--- src/rtl/mc_bus_vex_pkg.sv ---
// rtl/mc_bus_vex_pkg.sv - shared constants for the VexRiscv bus bridge
// Purpose: region codes, arbiter state codes and bus widths used by
//          mc_bus_vex and its address decoder.
// Ports:   none (package).
package mc_bus_vex_pkg;

  localparam int DATA_W   = 32;
  localparam int WB_AW    = 22;
  localparam int RAM_AW   = 28;

  // Region code is simply byte address bits [31:30].
  localparam logic [1:0] REG_RAM    = 2'b00;
  localparam logic [1:0] REG_CACHE  = 2'b01;
  localparam logic [1:0] REG_PERIPH = 2'b10;
  localparam logic [1:0] REG_NONE   = 2'b11;

  localparam logic [2:0] ST_IDLE    = 3'd0;
  localparam logic [2:0] ST_D_RAM   = 3'd1;
  localparam logic [2:0] ST_D_CACHE = 3'd2;
  localparam logic [2:0] ST_D_WB    = 3'd3;
  localparam logic [2:0] ST_D_RESP  = 3'd4;
  localparam logic [2:0] ST_I_RAM   = 3'd5;
  localparam logic [2:0] ST_I_CACHE = 3'd6;

endpackage

--- src/rtl/mc_bus_vex_decode.sv ---
// rtl/mc_bus_vex_decode.sv - combinational byte address to region/slave decode
// Purpose: split a 32-bit byte address into region code, peripheral slave
//          index and the word addresses used by each downstream port.
// Ports:   addr (in, byte address); region, slave, mem_word (BRAM/cache
//          word address), wb_word (peripheral word address) out.
module mc_bus_vex_decode
  import mc_bus_vex_pkg::*;
(
  input  logic [31:0]       addr,
  output logic [1:0]        region,
  output logic [3:0]        slave,
  output logic [RAM_AW-1:0] mem_word,
  output logic [WB_AW-1:0]  wb_word
);

  logic unused_byte_lane;

  assign region   = addr[31:30];
  assign slave    = addr[27:24];
  assign mem_word = addr[29:2];
  assign wb_word  = addr[23:2];
  assign unused_byte_lane = ^addr[1:0];

endmodule

--- src/rtl/mc_bus_vex.sv ---
// rtl/mc_bus_vex.sv - VexRiscv iBus/dBus bridge to BRAM, cache and peripherals
// Purpose: arbitrates the AXI4 read-only instruction bus and the Wishbone
//          data bus (dBus wins ties, bursts never preempted) and routes each
//          access by address region.
// Ports:   clk, rst; i_axi_ar_* / i_axi_r_* (iBus); d_wb_* (dBus);
//          wb_* (one-hot peripheral bus); ram_* (boot BRAM, 1-cycle read);
//          req_* / resp_* (memory cache request port).
module mc_bus_vex
  import mc_bus_vex_pkg::*;
#(
  parameter int WB_N = 4
) (
  input  logic                   clk,
  input  logic                   rst,
  input  logic                   i_axi_ar_valid,
  output logic                   i_axi_ar_ready,
  input  logic [31:0]            i_axi_ar_payload_addr,
  input  logic [7:0]             i_axi_ar_payload_len,
  input  logic [1:0]             i_axi_ar_payload_burst,
  input  logic [3:0]             i_axi_ar_payload_cache,
  input  logic [2:0]             i_axi_ar_payload_prot,
  output logic                   i_axi_r_valid,
  input  logic                   i_axi_r_ready,
  output logic [31:0]            i_axi_r_payload_data,
  output logic [1:0]             i_axi_r_payload_resp,
  output logic                   i_axi_r_payload_last,
  input  logic                   d_wb_cyc,
  input  logic                   d_wb_stb,
  input  logic                   d_wb_we,
  input  logic [29:0]            d_wb_adr,
  input  logic [31:0]            d_wb_dat_mosi,
  input  logic [3:0]             d_wb_sel,
  input  logic [1:0]             d_wb_bte,
  input  logic [2:0]             d_wb_cti,
  output logic                   d_wb_ack,
  output logic                   d_wb_err,
  output logic [31:0]            d_wb_dat_miso,
  output logic [WB_AW-1:0]       wb_addr,
  output logic [31:0]            wb_wdata,
  output logic [3:0]             wb_wmsk,
  output logic                   wb_we,
  output logic [WB_N-1:0]        wb_cyc,
  input  logic [WB_N-1:0]        wb_ack,
  input  logic [32*WB_N-1:0]     wb_rdata,
  output logic [RAM_AW-1:0]      ram_addr,
  output logic [31:0]            ram_wdata,
  output logic [3:0]             ram_wmsk,
  output logic                   ram_we,
  input  logic [31:0]            ram_rdata,
  output logic [RAM_AW-1:0]      req_addr_pre,
  output logic                   req_valid,
  output logic                   req_write,
  output logic [31:0]            req_wdata,
  output logic [3:0]             req_wmsk,
  input  logic                   resp_ack,
  input  logic                   resp_nak,
  input  logic [31:0]            resp_rdata
);

  logic [2:0]        state;
  logic [31:0]       rdata_q;
  logic              src_ram;   // current read data comes straight from BRAM
  logic              rv_q;      // iBus beat valid this cycle
  logic              rl_q;      // that beat is the last one
  logic              issuing;   // BRAM burst still presenting addresses
  logic [7:0]        cnt;
  logic [7:0]        len_q;

  logic [1:0]        d_region, i_region;
  logic [3:0]        d_slave, i_slave;
  logic [RAM_AW-1:0] d_word, i_word;
  logic [WB_AW-1:0]  d_wb_word, i_wb_word;

  logic              d_req;
  logic [WB_N-1:0]   d_onehot;
  logic [31:0]       sel_rdata;
  logic              sel_ack;
  logic              unused_in;

  mc_bus_vex_decode u_dec_d (
    .addr     ({d_wb_adr, 2'b00}),
    .region   (d_region),
    .slave    (d_slave),
    .mem_word (d_word),
    .wb_word  (d_wb_word)
  );

  mc_bus_vex_decode u_dec_i (
    .addr     (i_axi_ar_payload_addr),
    .region   (i_region),
    .slave    (i_slave),
    .mem_word (i_word),
    .wb_word  (i_wb_word)
  );

  assign unused_in = ^{i_axi_ar_payload_burst, i_axi_ar_payload_cache,
                       i_axi_ar_payload_prot, i_axi_r_ready, d_wb_bte,
                       d_wb_cti, i_slave, i_wb_word, resp_nak};

  assign d_req = d_wb_cyc & d_wb_stb;

  // wb_cyc is one-hot, so OR-ing the selected lanes picks the active slave.
  always_comb begin
    d_onehot  = '0;
    sel_rdata = '0;
    sel_ack   = 1'b0;
    for (int i = 0; i < WB_N; i++) begin
      d_onehot[i] = (d_slave == 4'(i));
      if (wb_cyc[i]) begin
        sel_rdata = sel_rdata | wb_rdata[32*i +: 32];
        sel_ack   = sel_ack | wb_ack[i];
      end
    end
  end

  assign i_axi_ar_ready       = (state == ST_IDLE) && !d_req && i_axi_ar_valid;
  assign i_axi_r_valid        = rv_q;
  assign i_axi_r_payload_last = rv_q & rl_q;
  assign i_axi_r_payload_data = rv_q ? (src_ram ? ram_rdata : rdata_q) : 32'd0;
  assign i_axi_r_payload_resp = 2'b00;

  assign d_wb_ack      = (state == ST_D_RESP);
  assign d_wb_err      = 1'b0;
  assign d_wb_dat_miso = (state == ST_D_RESP) ? (src_ram ? ram_rdata : rdata_q) : 32'd0;

  always_ff @(posedge clk or posedge rst) begin
    if (rst) begin
      state        <= ST_IDLE;
      rdata_q      <= '0;
      src_ram      <= 1'b0;
      rv_q         <= 1'b0;
      rl_q         <= 1'b0;
      issuing      <= 1'b0;
      cnt          <= '0;
      len_q        <= '0;
      wb_addr      <= '0;
      wb_wdata     <= '0;
      wb_wmsk      <= '0;
      wb_we        <= 1'b0;
      wb_cyc       <= '0;
      ram_addr     <= '0;
      ram_wdata    <= '0;
      ram_wmsk     <= '0;
      ram_we       <= 1'b0;
      req_addr_pre <= '0;
      req_valid    <= 1'b0;
      req_write    <= 1'b0;
      req_wdata    <= '0;
      req_wmsk     <= '0;
    end else begin
      ram_we <= 1'b0;
      rv_q   <= 1'b0;
      rl_q   <= 1'b0;
      case (state)
        ST_IDLE: begin
          if (d_req) begin
            src_ram <= 1'b0;
            rdata_q <= '0;
            case (d_region)
              REG_RAM: begin
                ram_addr  <= d_word;
                ram_wdata <= d_wb_dat_mosi;
                ram_wmsk  <= d_wb_sel;
                if (d_wb_we) begin
                  ram_we <= 1'b1;
                  state  <= ST_D_RESP;
                end else begin
                  src_ram <= 1'b1;
                  state   <= ST_D_RAM;
                end
              end
              REG_CACHE: begin
                req_addr_pre <= d_word;
                req_write    <= d_wb_we;
                req_wdata    <= d_wb_dat_mosi;
                req_wmsk     <= d_wb_sel;
                state        <= ST_D_CACHE;
              end
              REG_PERIPH: begin
                if (int'(d_slave) < WB_N) begin
                  wb_cyc   <= d_onehot;
                  wb_addr  <= d_wb_word;
                  wb_wdata <= d_wb_dat_mosi;
                  wb_wmsk  <= d_wb_sel;
                  wb_we    <= d_wb_we;
                  state    <= ST_D_WB;
                end else begin
                  state <= ST_D_RESP;
                end
              end
              default: state <= ST_D_RESP;
            endcase
          end else if (i_axi_ar_valid) begin
            len_q   <= i_axi_ar_payload_len;
            cnt     <= '0;
            rdata_q <= '0;
            src_ram <= 1'b0;
            issuing <= 1'b1;
            case (i_region)
              REG_RAM: begin
                ram_addr <= i_word;
                src_ram  <= 1'b1;
                state    <= ST_I_RAM;
              end
              REG_CACHE: begin
                req_addr_pre <= i_word;
                req_write    <= 1'b0;
                state        <= ST_I_CACHE;
              end
              // Peripheral/unmapped fetches reuse the BRAM beat timing with zero data.
              default: state <= ST_I_RAM;
            endcase
          end
        end
        ST_D_RAM: state <= ST_D_RESP;
        ST_D_CACHE: begin
          // First cycle only presents req_addr_pre; nak keeps req_valid high.
          if (!req_valid) begin
            req_valid <= 1'b1;
          end else if (resp_ack) begin
            req_valid <= 1'b0;
            rdata_q   <= resp_rdata;
            state     <= ST_D_RESP;
          end
        end
        ST_D_WB: begin
          if (sel_ack) begin
            rdata_q <= sel_rdata;
            wb_cyc  <= '0;
            wb_we   <= 1'b0;
            state   <= ST_D_RESP;
          end
        end
        ST_D_RESP: state <= ST_IDLE;
        ST_I_RAM: begin
          // Address presented this cycle produces a beat next cycle.
          if (issuing) begin
            rv_q <= 1'b1;
            rl_q <= (cnt == len_q);
            if (cnt == len_q) begin
              issuing <= 1'b0;
            end else begin
              cnt <= cnt + 8'd1;
              if (src_ram) ram_addr <= ram_addr + 28'd1;
            end
          end
          if (rv_q && rl_q) state <= ST_IDLE;
        end
        ST_I_CACHE: begin
          if (!req_valid) begin
            req_valid <= 1'b1;
          end else if (resp_ack) begin
            req_valid <= 1'b0;
            rdata_q   <= resp_rdata;
            rv_q      <= 1'b1;
            rl_q      <= (cnt == len_q);
            if (cnt == len_q) begin
              state <= ST_IDLE;
            end else begin
              cnt          <= cnt + 8'd1;
              req_addr_pre <= req_addr_pre + 28'd1;
            end
          end
        end
        default: state <= ST_IDLE;
      endcase
    end
  end

endmodule

--- config.mk ---
export PLATFORM = sky130hd
export DESIGN_NAME = mc_bus_vex
export DESIGN_NICKNAME = d
export VERILOG_FILES = /design/src/rtl/mc_bus_vex_pkg.sv /design/src/rtl/mc_bus_vex_decode.sv /design/src/rtl/mc_bus_vex.sv
export SDC_FILE = /design/constraint.sdc
export NUM_CORES = 1
export LEC_CHECK = 0
export BUFFER_PORTS_ARGS = -buffer_cell sky130_fd_sc_hd__buf_2
export CORE_AREA = 4 4 226 228
export DETAILED_ROUTE_END_ITERATION = 16
export DIE_AREA = 0 0 230 232
export GPL_TIMING_DRIVEN = 0
export MAX_ROUTING_LAYER = met4
export PLACE_DENSITY = 0.63
export SLEW_MARGIN = 20
export SYNTH_ARGS = -nofsm -noshare
export SYNTH_HDL_FRONTEND = slang
export SYNTH_SLANG_ARGS = --single-unit
--- constraint.sdc ---
create_clock -name clk -period 15.58 [get_ports clk]
set_input_delay 1.558 -clock clk [delete_from_list [all_inputs] [get_ports clk]]
set_output_delay 1.558 -clock clk [all_outputs]
set_load 0.02 [all_outputs]
==> metrics.csv <==
stage,metric,value,unit
run_status,status,"complete, no violations",
critical_path,critical path type,register to output port,
sta,setup_tns,0,ps
clock_tree,CTS tree,built,
synth,number of synthesized flops with an enable pin,0,
critical_path,CP Cell Sequence,clkbuf_1 -> clkbuf_1 -> mux2i_1 -> nor2_1 -> buf_2,
place,routability cong.,0.967,
global_route,busiest grt layer,met2,
clock_tree,"Hold-fix buffers, CTS",0,
critical_path,crit-path most repeated cell,clkbuf_1,
routing,Via density,5.21,
synth,most frequent cells after synthesis,"dfrtp_1 (249), mux2_2 (167), nand2_1 (107), nor2_1 (68)",
place,cell count after placement,2482,
critical_path,FF-to-FF Start,src_ram$_DFFE_PP0P_,
routing,"antenna viol nets, final",0,
clock_tree,CTS Sinks,249,
final_layout,Final Instance Count excl. Fillers,2548,
sta,unrepaired setup endpoints after global routing,no,
critical_path,FF-to-FF path depth,8,
critical_path,highest-delay cell along the critical path,clkbuf_1,
critical_path,Critical Path Sink Type,output port,
global_route,largest net degree at the start of global routing,109,
synth,Area contributors post-synth,"dfrtp_1 (47%), mux2_2 (14%), mux2i_1 (4.1%), nand2_1 (3.0%), a22o_1 (2.3%)",
global_route,first-pass GRT wire length,90400,um
global_route,vias in the first global route,13600,
synth,"count leader, synth",dfrtp_1,
place,count of buffers from port buffering,568,
synth,cell count after synthesis,1246,
synth,syn_area_per_cell,10.7,um2
power_and_ir_drop,sequential power share,31.4,%
sta,clock period minus worst slack,4480,ps
power_and_ir_drop,Tot Pwr,3.58,mW
critical_path,CP startpoint,src_ram$_DFFE_PP0P_,
die,Die Width,230,um
clock_tree,clock buffer depth,3,
power_and_ir_drop,leak pwr,9.02,nW
global_route,initial antenna violation count,14,
sta,f_max,223,MHz
final_layout,layout cell share with drive strength beyond 1,46.2,%
routing,DRT Wirelength,63000,um
global_route,met2 usage,37.2,%
final_layout,Final #Nets,2179,
synth,Synth Warn #,0,
die,starting density of the core,27.4,%
clock_tree,clk_lat worst skew,590,ps
critical_path,Critical Path Max Stage Delay,750,ps
routing,Wirelength per Cell,24.7,um
power_and_ir_drop,Clock Power Share,22.2,%
flow_run,max cap viols,0,
global_route,GRT met1 Usage,27.1,%
clock_tree,Clk Tree Root Cell,clkbuf_16,
clock_tree,TritonCTS Buffers,31,
sta,Final Cycle Share,28.8,%
routing,Via Count,13300,
critical_path,crit-path max FO,10,
routing,Detailed Routing Iterations Pass 1,5,
power_and_ir_drop,pwr/cell area,196,nW/um2
synth,count of cell types in the netlist,70,
final_layout,synthesis-to-finish area growth,36.6,%
sta,Clock Skew,31.6,ps
synth,share of the yosys chip area belonging to registers,46.6,%
critical_path,CP arrival,2920,ps
power_and_ir_drop,Sw Ratio,43.0,%
critical_path,crit path to,d_wb_dat_miso[24],
synth,Synth async-reset ratio,100,%
synth,Yosys top cell by area,dfrtp_1,
die,Die Area,53400,um2
global_route,GRT Total Usage,23.1,%
sta,Worst slew margin,32.9,%
place,Final HPWL DP,50400,um
final_layout,Layout Utilization,37.4,%
critical_path,Worst R2R End,ram_addr[13]$_DFFE_PP0P_,
power_and_ir_drop,internal power,2.04,mW
synth,Seq cells post-synth,249,
critical_path,CP Launch Type,register,
worst_hold_path,Hold Crit Class,register to register,
die,core footprint,48800,um2
synth,post-synth top area share,46.6,%
routing,drt initial violations,956,
clock_tree,post-CTS resize count,0,
die,I/O pins,590,
clock_tree,depth of the CTS H-tree,1,
worst_hold_path,worst hold stages,2,
power_and_ir_drop,Max IR drop VDD,0.120,mV
global_route,met3 Usage GRT,6.44,%
die,FP Rows,81,
routing,DRC viols,0,
power_and_ir_drop,power share of the combinational group,46.4,%
sta,endpoints failing setup,0,
sta,Worst-Margin Slew,979,ps
power_and_ir_drop,Psw,1.54,mW
sta,Slew Limit Fails,0,
critical_path,worst endpoint required time,14020,ps
die,Die Height,232,um
synth,cell area after synthesis,13400,um2
clock_tree,clk slew on worst S/H paths,60,ps
critical_path,FF-to-FF setup slack,13010,ps
clock_tree,Post-CTS Setup Repair Bufs,0,
global_route,Congestion Overflow GR,0,
sta,Fin. Hold Viols,0,
synth,Main synth FF type,dfrtp_1,
-- registers in the layout, indices dropped and copies added, names as in the netlist, 3 cells and up --
name,count
req_wdata,32
wb_wdata,32
ram_wmsk,4
ram_addr,28
len_q,8
ram_wdata,32
wb_wmsk,4
state,3
req_wmsk,4
req_addr_pre,28
wb_cyc,4
wb_addr,22
cnt,8
rdata_q,32
-- cell families after synthesis --
| family | count (synthesis) | synth area share (%) |
|---|---|---|
| AO/OA/AOI/OAI | 314 | 17.0 |
| adder cells (fa/ha/maj) | 3 | 0.281 |
| multiplexers | 233 | 19.1 |
| buffers and inverters | 108 | 4.21 |
| flip-flops | 249 | 46.6 |
| other | 1 | 0.0280 |
| AND/OR/NAND/NOR | 328 | 12.1 |
| XOR/XNOR | 10 | 0.655 |
-- power by group through the flow --
stage          Combinational (mW)  Sequential, mW  Clock (mW)
3_5_place_dp                 1.66            1.13           0
5_1_grt                      1.77            1.16       0.844
2_1_floorplan               0.797            1.34           0
6_report                     1.66            1.12       0.795
3_3_place_gp                 1.64            1.12           0
4_1_cts                      1.67            1.12       0.820
-- cell usage in the layout, fill, tap and decap left out, drive strengths merged, types with 16 or more instances in the layout --
cell	count
nand3	20
a221oi	32
clkbuf	76
o22a	35
nor2b	35
nor2	70
nand4	18
a2bb2oi	19
a31oi	23
buf	627
nand2	107
a21oi	45
mux2i	55
dfrtp	249
and3	16
nor3	30
o21ai	58
a22o	35
mux2	178
-- metrics by stage --
stage          worst slack (ps)  area (um2)  hold slack, ps
2_1_floorplan              7180       13400             457
3_3_place_gp               4080       17100             470
3_5_place_dp              11320       17100             465
4_1_cts                   10930       18200             477
5_1_grt                   10910       18300             511
6_report                  11100       18300             474
-- cell type report --
class                      count  area, um2
fill                        5027      30600
clock inverter                20        298
timing repair buffer         570       2900
multi-input combinational    891       6590
inverter                      11       48.8
buffer                        97        522
clock buffer                  36        825
sequential                   249       6230
antenna                       10       25.0
tap                          664        831
-- critical path, delay by kind of cell, from the launching register on --
| kind | cells | cell delay, ps |
|---|---|---|
| buffers and inverters | 3 | 1480 |
| and+or+nand+nor | 1 | 80 |
| DFF | 1 | 310 |
| muxes | 1 | 480 |
-- layer usage --
| metal | share of wire (%) | wire (um) |
|---|---|---|
| met5 | 0 | 0 |
| met4 | 5.4 | 3380 |
| met3 | 8.8 | 5570 |
| met2 | 46 | 29100 |
| met1 | 40 | 24900 |
-- worst min-delay path by stage --
stage / from / end / slack (ps)
after CTS: req_write$_DFFE_PP0P_ / req_write$_DFFE_PP0P_ / 480
after detailed placement: req_write$_DFFE_PP0P_ / req_write$_DFFE_PP0P_ / 460
after floorplan: rdata_q[0]$_DFFE_PP0P_ / rdata_q[0]$_DFFE_PP0P_ / 460
after global placement: req_write$_DFFE_PP0P_ / req_write$_DFFE_PP0P_ / 470
final: req_write$_DFFE_PP0P_ / req_write$_DFFE_PP0P_ / 470
after global routing: ram_wdata[11]$_DFFE_PP0P_ / ram_wdata[11]$_DFFE_PP0P_ / 510
Power figures use the tool's default switching activity.
